--- src/rtl/ov7670_rgb444_capture.sv ---
// OV7670 QQVGA RGB444 capture: pairs camera bytes into 12-bit pixels, decimates 2x2, writes the frame buffer.
// Latency: 2-flop input sync + 1 clk to cap_we after the second byte of a kept pixel; address advances the clk after.
// No backpressure: the buffer must accept one write per cap_we pulse; clk must be >= 4x cam_pclk.
// Optional build macro OV7670_CAPTURE_TESTPAT_EN replaces camera pixel data with colour bars by stored column.
module ov7670_rgb444_capture #(
    parameter int c_cam_cols    = 160,
    parameter int c_cam_rows    = 120,
    parameter int c_img_cols    = c_cam_cols / 2,
    parameter int c_img_rows    = c_cam_rows / 2,
    parameter int c_img_pxls    = c_img_cols * c_img_rows,
    parameter int c_nb_img_pxls = 13,
    parameter int c_nb_buf      = 12
) (
    input  logic                     rst,
    input  logic                     clk,
    input  logic                     cam_pclk,
    input  logic                     cam_vsync,
    input  logic                     cam_href,
    input  logic [7:0]               cam_data,
    output logic                     cap_we,
    output logic [c_nb_img_pxls-1:0] cap_addr,
    output logic [c_nb_buf-1:0]      cap_pxl,
    output logic                     frame_done,
    output logic                     capturing
);

    localparam int nb_col = $clog2(c_cam_cols + 1);
    localparam int nb_row = $clog2(c_cam_rows + 1);
    localparam logic [nb_col-1:0]        col_max  = nb_col'(c_cam_cols);
    localparam logic [nb_row-1:0]        row_max  = nb_row'(c_cam_rows);
    localparam logic [c_nb_img_pxls-1:0] addr_max = c_nb_img_pxls'(c_img_pxls);

    localparam logic [1:0] st_idle  = 2'd0;
    localparam logic [1:0] st_sync  = 2'd1;
    localparam logic [1:0] st_frame = 2'd2;

    logic                     pclk_s1, pclk_s2, pclk_s3;
    logic                     vsync_s1, vsync_s2, vsync_s3;
    logic                     href_s1, href_s2, href_s3;
    logic [7:0]               data_s1, data_s2;
    logic                     pclk_re, vsync_rise, vsync_fall, href_fall;

    logic [1:0]               state;
    logic                     phase;
    logic [3:0]               red;
    logic [nb_col-1:0]        cam_col;
    logic [nb_row-1:0]        cam_row;
    logic [c_nb_img_pxls-1:0] addr;
    logic                     keep;
    logic [c_nb_buf-1:0]      pixel;

    // Bring every camera signal into the clk domain through matched 2-flop synchronizers, plus one edge-detect stage.
    always_ff @(posedge clk or posedge rst) begin
        if (rst) begin
            pclk_s1  <= 1'b0;
            pclk_s2  <= 1'b0;
            pclk_s3  <= 1'b0;
            vsync_s1 <= 1'b0;
            vsync_s2 <= 1'b0;
            vsync_s3 <= 1'b0;
            href_s1  <= 1'b0;
            href_s2  <= 1'b0;
            href_s3  <= 1'b0;
            data_s1  <= 8'h00;
            data_s2  <= 8'h00;
        end else begin
            pclk_s1  <= cam_pclk;
            pclk_s2  <= pclk_s1;
            pclk_s3  <= pclk_s2;
            vsync_s1 <= cam_vsync;
            vsync_s2 <= vsync_s1;
            vsync_s3 <= vsync_s2;
            href_s1  <= cam_href;
            href_s2  <= href_s1;
            href_s3  <= href_s2;
            data_s1  <= cam_data;
            data_s2  <= data_s1;
        end
    end

    assign pclk_re    = pclk_s2 & ~pclk_s3;
    assign vsync_rise = vsync_s2 & ~vsync_s3;
    assign vsync_fall = ~vsync_s2 & vsync_s3;
    assign href_fall  = ~href_s2 & href_s3;

    // Keep only even columns of even lines inside the nominal frame, and never past the end of the buffer.
    assign keep = ~cam_col[0] & ~cam_row[0] & (cam_col < col_max) & (cam_row < row_max) & (addr < addr_max);

`ifdef OV7670_CAPTURE_TESTPAT_EN
    logic [6:0] img_col;
    assign img_col = 7'(cam_col >> 1);
    assign pixel   = c_nb_buf'({{4{img_col[6]}}, {4{img_col[5]}}, {4{img_col[4]}}});
`else
    assign pixel   = c_nb_buf'({red, data_s2});
`endif

    assign cap_addr  = addr;
    assign capturing = (state == st_frame);

    // Frame FSM, byte pairing, decimation and buffer write generation.
    always_ff @(posedge clk or posedge rst) begin
        if (rst) begin
            state      <= st_idle;
            phase      <= 1'b0;
            red        <= 4'h0;
            cam_col    <= '0;
            cam_row    <= '0;
            addr       <= '0;
            cap_we     <= 1'b0;
            cap_pxl    <= '0;
            frame_done <= 1'b0;
        end else begin
            cap_we     <= 1'b0;
            frame_done <= 1'b0;
            // The write issued last cycle has been taken; move on to the next buffer slot.
            if (cap_we) begin
                addr <= addr + 1'b1;
            end
            case (state)
                st_idle: begin
                    // Wait for vertical blanking so a frame already in flight at reset is skipped.
                    if (vsync_s2) begin
                        state <= st_sync;
                    end
                end
                st_sync: begin
                    if (vsync_fall) begin
                        cam_col <= '0;
                        cam_row <= '0;
                        addr    <= '0;
                        phase   <= 1'b0;
                        state   <= st_frame;
                    end
                end
                st_frame: begin
                    if (vsync_rise) begin
                        frame_done <= (addr == addr_max);
                        state      <= st_sync;
                    end else if (href_fall) begin
                        // A dangling first byte from an odd-length line is dropped here.
                        phase   <= 1'b0;
                        cam_col <= '0;
                        if (cam_row != row_max) begin
                            cam_row <= cam_row + 1'b1;
                        end
                    end else if (pclk_re && href_s2) begin
                        if (!phase) begin
                            red   <= data_s2[3:0];
                            phase <= 1'b1;
                        end else begin
                            phase <= 1'b0;
                            if (cam_col != col_max) begin
                                cam_col <= cam_col + 1'b1;
                            end
                            if (keep) begin
                                cap_we  <= 1'b1;
                                cap_pxl <= pixel;
                            end
                        end
                    end
                end
                default: state <= st_idle;
            endcase
        end
    end

endmodule

--- config.mk ---
export PLATFORM = sky130hd
export DESIGN_NAME = ov7670_rgb444_capture
export DESIGN_NICKNAME = d
export VERILOG_FILES = /design/src/rtl/ov7670_rgb444_capture.sv
export SDC_FILE = /design/constraint.sdc
export NUM_CORES = 1
export LEC_CHECK = 0
export CAP_MARGIN = 20
export CORE_MARGIN = 2
export CORE_UTILIZATION = 58
export CTS_CLUSTER_DIAMETER = 120
export DETAILED_ROUTE_END_ITERATION = 8
export MAX_ROUTING_LAYER = met4
export PLACE_DENSITY = 0.86
export SLEW_MARGIN = 10
export SYNTH_ARGS = -nofsm -noshare
export SYNTH_HDL_FRONTEND = slang
export SYNTH_SLANG_ARGS = --single-unit
export TNS_END_PERCENT = 20
--- constraint.sdc ---
create_clock -name clk -period 5.65 [get_ports clk]
set_input_delay 1.13 -clock clk [delete_from_list [all_inputs] [get_ports clk]]
set_output_delay 1.13 -clock clk [all_outputs]
set_load 0.05 [all_outputs]
# Word-level counts from Yosys, hierarchy flattened
# Index checks and enable logic that the tools add are counted.
dict set report classes {
  n_addsub 3
  magnitude_cmp 3
  n_eq_ne 14
  muxes 33
  n_bitwise 17
  reduce_logical 9
}
# op n
set ops {}
lappend ops {{$mux W8} 6}
lappend ops {{$mux W13} 3}
lappend ops {{$mux W7} 4}
lappend ops {{$pmux W8 S2} 1}
lappend ops {{$pmux W7 S2} 1}
lappend ops {{$add A13 B1 Y13 const B} 1}
lappend ops {{$eq A13 B13 Y1 const B} 1}
lappend ops {{$lt A13 B13 Y1 const B} 1}
lappend ops {{$mux W1} 13}
lappend ops {{$reduce_and A6 Y1} 2}
lappend ops {{$reduce_and A5 Y1} 2}
lappend ops {{$ne A3 B1 Y1 const B} 3}
lappend ops {{$not A1 Y1} 9}
lappend ops {{$add A8 B1 Y8 const B} 1}
lappend ops {{$and A1 B1 Y1} 8}
lappend ops {{$lt A8 B8 Y1 const B} 1}
lappend ops {{$ne A8 B8 Y1 const B} 1}
lappend ops {{$add A7 B1 Y7 const B} 1}
lappend ops {{$lt A7 B7 Y1 const B} 1}
lappend ops {{$ne A7 B7 Y1 const B} 1}
lappend ops {{$mux W2} 3}
lappend ops {{$ne A2 B1 Y1 const B} 3}
lappend ops {{$ne A2 B2 Y1 const B} 3}
lappend ops {{$pmux W2 S3} 1}
lappend ops {{8 further kinds} 8}
dict set report totals {
  regBits 74
  in_bits 13
  output_inout_bits 28
  elab_cells 99
}

# Logic depth before layout (Yosys ltp)
# Gate-level depths: netlist (run 1).
dict set report logic_depth {
  word_depth 11
  mapped_depth 6
  mapped_depth_nobuf 5
}

# Worst setup path before layout (run 1)
# No wires, ideal clock.
dict set report synth_timing {
  path_type {register -> register}
  from {reg addr[8] (netlist: cap_addr[8])}
  to {reg cap_pxl[10]}
  setup_ps 125
  arrival_time_ps 1975
  required_ps 5525
  slack_ps 3550
  stages_incl_launch_ff 7
  path_buffers 2
  period_less_slack_ps 2100
  cell_sequence {dfrtp_1 > clkbuf_1 > a21oi_1 > o21ai_2 > a2111oi_4 > buf_8 > mux2_4}
}
dict set report synth_between {
  elab_chain_cells 3
}
# element line
set synth_lines {}
lappend synth_lines {{from (decl)} 48} ;# logic [c_nb_img_pxls-1:0] addr;
lappend synth_lines {{from (signal assigned)} 117} ;# addr <= addr + 1'b1;
lappend synth_lines {{$lt A13 B13 Y1} 87} ;# assign keep = ~cam_col[0] & ~cam_row[0] & (cam_col < col_max) & (cam_row < row_max) & (addr < addr_max);
lappend synth_lines {{$and A1 B1 Y1} 87}
lappend synth_lines {{$reduce_and A6 Y1 (no source line)} -}
lappend synth_lines {{to (signal assigned)} 157} ;# cap_pxl <= pixel;
lappend synth_lines {{to (decl)} 22} ;# output logic [c_nb_buf-1:0] cap_pxl,
# Every way passes these cells.
# A chain may end at the register's enable or synchronous reset.

# Worst setup path in the final report (run 1)
dict set report layout_timing {
  from {reg state[0]}
  to {out capturing}
}
dict set report layout_between {
  elab_chain_cells 1
}
# element line
set layout_lines {}
lappend layout_lines {{from (decl)} 43} ;# logic [1:0] state;
lappend layout_lines {{from (signal assigned)} 103} ;# state <= st_idle;
lappend layout_lines {{from (signal assigned)} 123} ;# state <= st_sync;
lappend layout_lines {{from (signal assigned)} 132} ;# state <= st_frame;
lappend layout_lines {{$eq A2 B2 Y1} 98} ;# assign capturing = (state == st_frame);
lappend layout_lines {{to (decl)} 24} ;# output logic capturing
# Every way passes these cells.

==> results of run 1 <==
layer usage:
layer  vias to the layer above  track usage  part of all wire
li1                        978            -                 -
met1                      1043       0.2670              0.41
met2                        62       0.3518              0.53
met3                        11      0.06000             0.045
met4                         0       0.1036             0.016
met5                         -            -                 0
through the flow:
stage,utilization,hold WS [ns],instance area (sq um)
2_1_floorplan,-,0.3312,3083
3_3_place_gp,0.6921,0.3313,3535
3_5_place_dp,0.6921,0.3347,3535
4_1_cts,0.7332,0.3410,3745
5_1_grt,0.7369,0.3478,3764
6_report,0.7369,0.3394,3764
sequential cells by signal, summed over array words and instances (netlist names), 2 cells and up:
name      cells
cam_col       8
cam_row       7
cap_addr     13
cap_pxl      12
data_s1       8
data_s2       8
red           4
state         2
report_power, final:
group / internal [W] / switching [W]
combinational: 0.0000270 / 0.0000405
sequential: 0.000549 / 0.0000150
clock: 0.000221 / 0.000206
total: 0.000797 / 0.000262
worst max-delay path by stage:
stage | from | endpoint | slack, ns | cells after the start
3_3_place_gp | state[0]$_DFFE_PP0P_ | capturing | 2.77 | 2
2_1_floorplan | rst | cam_col[0]$_DFFE_PP0P_ | 2.64 | 1
3_5_place_dp | state[0]$_DFFE_PP0P_ | capturing | 2.69 | 2
6_report | state[0]$_DFFE_PP0P_ | capturing | 2.35 | 2
4_1_cts | state[0]$_DFFE_PP0P_ | capturing | 2.31 | 2
5_1_grt | state[0]$_DFFE_PP0P_ | capturing | 2.20 | 2
cell usage after synthesis (all sizes together) (2+ instances only):
cell type and instances:
o21ai 10, mux2i 3, nand4b 2, and4 2, a21oi 14, nor4 3
and2 3, and3 2, nor3 2, or4 4, nand2 11, a31oi 2
a31o 3, o31ai 4, buf 3, dfrtp 74, a22o 2, nand2b 4
nor2 19, nand4 7, o211ai 2, nor2b 2, nand3 6, or3 5
nor4b 3, and4bb 2, clkbuf 5, inv 9, xor2 5, xnor2 4
mux2 18, ha 4
cell type report:
type	count	area, sq um
inverter	9	33.78
multi-input combinational	157	1154
fill	321	1344
timing repair buffer	43	426.7
clock buffer	10	137.6
tap	70	87.58
clock inverter	6	72.57
sequential	74	1852
worst register-to-register path, stage by stage (launching register included):
cell,delay (ns)
dfrtp_1,0.43
nor2b_1,0.48
nand2b_1,0.32
and4bb_2,0.47
mux2_1,0.35
logic make-up after synthesis:
logic type | after synthesis | synth area share
XOR/XNOR | 9 | 0.02557
flip-flops | 74 | 0.6007
AO/OA/AOI/OAI | 42 | 0.09294
buffers and inverters | 17 | 0.02516
AND/OR/NAND/NOR | 81 | 0.1530
multiplexers | 21 | 0.08644
adder cells (fa/ha/maj) | 4 | 0.01623
==> impl_metrics.ini, run 1 <==
[status]
status = finished clean

[timing]
fin_crit_sh = 0.5833
slew-limit-headroom = 0.5802
finalSetupViolCount = 0
rsz0062_at_grt = false
setup_tns_ns = 0
report.final.slew_viol_count = 0
fin_skew_ns = 0.01237
hold_viol_final = 0
final.setup.worst_slack_ns = 2.354
fin_crit_ns = 3.296
max_freq_ghz = 0.3034
worstMarginPinSlew_ns = 0.6297

[placed_design]
dp_slack_ns = 2.692
port-buffer-count = 40
dpl.cell_count = 351
dp_hpwl_um = 3833
gp_congestion = 0.8554

[yosys]
synth_edf_count = 0
synth_seq_cells = 74
synth_top_area_share = 0.6006
synthFlopType = dfrtp_1
synthCells = 248
synth_nets = 265
ys_seq_area_frac = 0.6006
synth_area_sq_um = 3083
yosys_warnings = 0
async_reset_ff_frac = 1.000
synth.avg_cell_area_sq_um = 12.43
ys_types = 47
synth_area_leader_cell = dfrtp_1
ys_top_cells_by_area = dfrtp_1, mux2_4, nor2_1

[routing]
drt_pre_antenna_iters = 4
ant_nets = 0
wl_per_cell_um = 15.97
drc_errors = 0
dr.first_iter.drc_count = 107
viasPerCell = 5.675
vias = 2094
drt_wl_total_um = 5892

[cts]
clkTransAtPathRegs_ns = 0.08
cts_resized = 0
root_buffer = clkbuf_8
cts_tree = done
cts_inserted_buffers = 9
clk_latency_ns = 0.35
htree_levels = 3
clockBufferDepth = 2
clock_sinks = 74
post_cts_buffers = 0
postCtsHoldBufs = 0

[final_layout]
layout.nets = 311
final_common_cell = dfrtp_1
syn2layout_area_growth_pct = 22.08
final_layout_size_suffix_gt1_frac = 0.1538
n_antenna_cell = 0
fin_cells = 369
mostFrequentLayoutCells = dfrtp_1, clkdlybuf4s50_1, nor2_1

[setup_path]
crit_family = buffers and inverters
end_kind = output port
crit_slowest_cell = clkdlybuf4s50_1
rrSetupSlack_ns = 3.48
required_ns = 4.52
reg2reg_from = state[0]$_DFFE_PP0P_
path_cells = nor2b_1, clkdlybuf4s50_1
reg2reg_to = red[0]$_DFFE_PP0P_
critPathKind = reg2out
crit_arrival_ns = 2.17
crit_buf_inv = 1
cp_max_fo = 8
cpPeakStageDelay_ns = 0.91
reg2reg_depth = 4
worstSetupStartpointType = flip-flop

[power]
power.total_w = 0.001058
p_leak_nw = 1.643
pwr_density_cell_nw_per_um2 = 281.2
peakVddDrop_mv = 0.2080

[hold_path]
min-delay-start = vsync_s1$_DFF_PP0_
min_delay_worst_endpoint = vsync_s2$_DFF_PP0_
hold_depth = 0
hp-class = reg2reg

[global_route]
track_usage = 0.2224
antenna_found_initial = 0
overflow = 0
grt_pass1_wl_um = 9873
grt_pass1_vias = 2104
grt_max_degree = 55

[floorplan]
die_w_um = 76.91
dieHeight_um = 76.91
die_area_sq_um = 5914
core_sq_um = 5107
start_util = 0.6036
num_rows = 26
num_io_pins = 41

[run]
cap_viol_max_count = 0
Note: power is estimated with default switching activity, not from simulation.
==> run 2, diff against run 1 <==
- CORE_UTILIZATION: 58 -> 54
- PLACE_DENSITY: 0.86 -> 0.82
- clock period: 5.65 -> 3.4 ns (I/O delays scaled with it)
==> impl_metrics.ini, run 2 (synthesized netlist as in run 1, its figures left out) <==
[status]
status = finished clean

[routing]
ant_nets = 0
drc_errors = 0
wl_per_cell_um = 14.97
vias = 2082
drt_pre_antenna_iters = 4
drt_wl_total_um = 5524
dr.first_iter.drc_count = 116
viasPerCell = 5.642

[final_layout]
final_common_cell = dfrtp_1
final_util = 0.6846
largest_reg_flops = 13
mostFrequentLayoutCells = dfrtp_1, clkdlybuf4s50_1, nor2_1
n_antenna_cell = 0
n_fill_cell = 378
layout.nets = 311
final_layout_size_suffix_gt1_frac = 0.1481
final_area_sq_um = 3770
syn2layout_area_growth_pct = 22.28

[timing]
fin_skew_ns = 0.004764
max_freq_ghz = 0.3468
final.setup.worst_slack_ns = 0.5165
slew-limit-headroom = 0.5559
fin_crit_sh = 0.8481
rsz0062_at_grt = false
finalSetupViolCount = 0
fin_crit_ns = 2.883
worstMarginPinSlew_ns = 0.6651
report.final.slew_viol_count = 0
hold_viol_final = 0
setup_tns_ns = 0

[hold_path]
hp-class = reg2reg

[floorplan]
dieHeight_um = 79.56
die_area_sq_um = 6330
die_w_um = 79.56
core_sq_um = 5507
num_rows = 27
num_io_pins = 41
start_util = 0.5599

[power]
pwr_density_cell_nw_per_um2 = 467.4
p_leak_nw = 1.645
power.total_w = 0.001762
peakVddDrop_mv = 0.4782

[setup_path]
crit_end = capturing
worstSetupStartpointType = flip-flop
required_ns = 2.72
crit_family = buffers and inverters
reg2reg_to = red[1]$_DFFE_PP0P_
path_cells = nor2b_1, clkdlybuf4s50_1
crit_buf_inv = 1
crit_arrival_ns = 2.20
critPathLaunch = state[0]$_DFFE_PP0P_
crit_slowest_cell = clkdlybuf4s50_1
cp_max_fo = 8
reg2reg_from = state[0]$_DFFE_PP0P_
critPathKind = reg2out
crit_cells = 2
end_kind = output port
reg2reg_depth = 4
cpPeakStageDelay_ns = 0.92
rrSetupSlack_ns = 1.20

[global_route]
grt_pass1_wl_um = 9425
grt_max_degree = 44
grt_pass1_vias = 2067
overflow = 0
track_usage = 0.2005
antenna_found_initial = 0

[placed_design]
port-buffer-count = 40
placed_area_sq_um = 3565
dp_hpwl_um = 3739
dp_slack_ns = 0.8959
gp_congestion = 0.8141

[cts]
cts_resized = 0
clock_sinks = 74
root_buffer = clkbuf_8
postCtsHoldBufs = 0
cts_tree = done
cts_inserted_buffers = 9
post_cts_buffers = 0
clk_latency_ns = 0.33
clkTransAtPathRegs_ns = 0.07
clockBufferDepth = 2
htree_levels = 3

[run]
cap_viol_max_count = 0
## run 2: layer usage
| layer | global-route usage | vias up | part of all wire |
|---|---|---|---|
| li1 | - | 988 | - |
| met5 | - | - | 0 |
| met3 | 0.03507 | 11 | 0.041 |
| met4 | 0.1069 | 0 | 0.021 |
| met1 | 0.2447 | 1023 | 0.44 |
| met2 | 0.3202 | 60 | 0.50 |
## run 2: worst min path at each step
stage                          from              endpoint  slack [ns]  cells past startpoint
2_1_floorplan  data_s1[0]$_DFF_PP0_  data_s2[0]$_DFF_PP0_        0.33                      0
3_3_place_gp     vsync_s1$_DFF_PP0_    vsync_s2$_DFF_PP0_        0.33                      0
3_5_place_dp   data_s1[5]$_DFF_PP0_  data_s2[5]$_DFF_PP0_        0.34                      0
4_1_cts           href_s1$_DFF_PP0_     href_s2$_DFF_PP0_        0.35                      0
5_1_grt        data_s1[0]$_DFF_PP0_  data_s2[0]$_DFF_PP0_        0.36                      0
6_report          href_s1$_DFF_PP0_     href_s2$_DFF_PP0_        0.35                      0
## run 2: cell type report
cell class              count  area [sq um]  area share
clock buffers               9         123.9     0.03286
clock inverters             5         81.33     0.02157
inverters                   9         33.78    0.008961
multi-input cells         157          1154      0.3060
flip-flops and latches     74          1852      0.4912
well taps                  72         90.09     0.02390
repair buffers             43         435.4      0.1155
## run 2: power by group
group          internal, W  switching (W)
registers         0.000913      0.0000235
clock network     0.000405       0.000307
logic            0.0000466      0.0000673
## run 2: through the flow
step / hold WS [ns] / std cells
finish: 0.3496 / 369
detailed placement: 0.3364 / 355
floorplan: 0.3312 / 248
global placement: 0.3322 / 355
CTS: 0.3525 / 369
global route: 0.3594 / 369
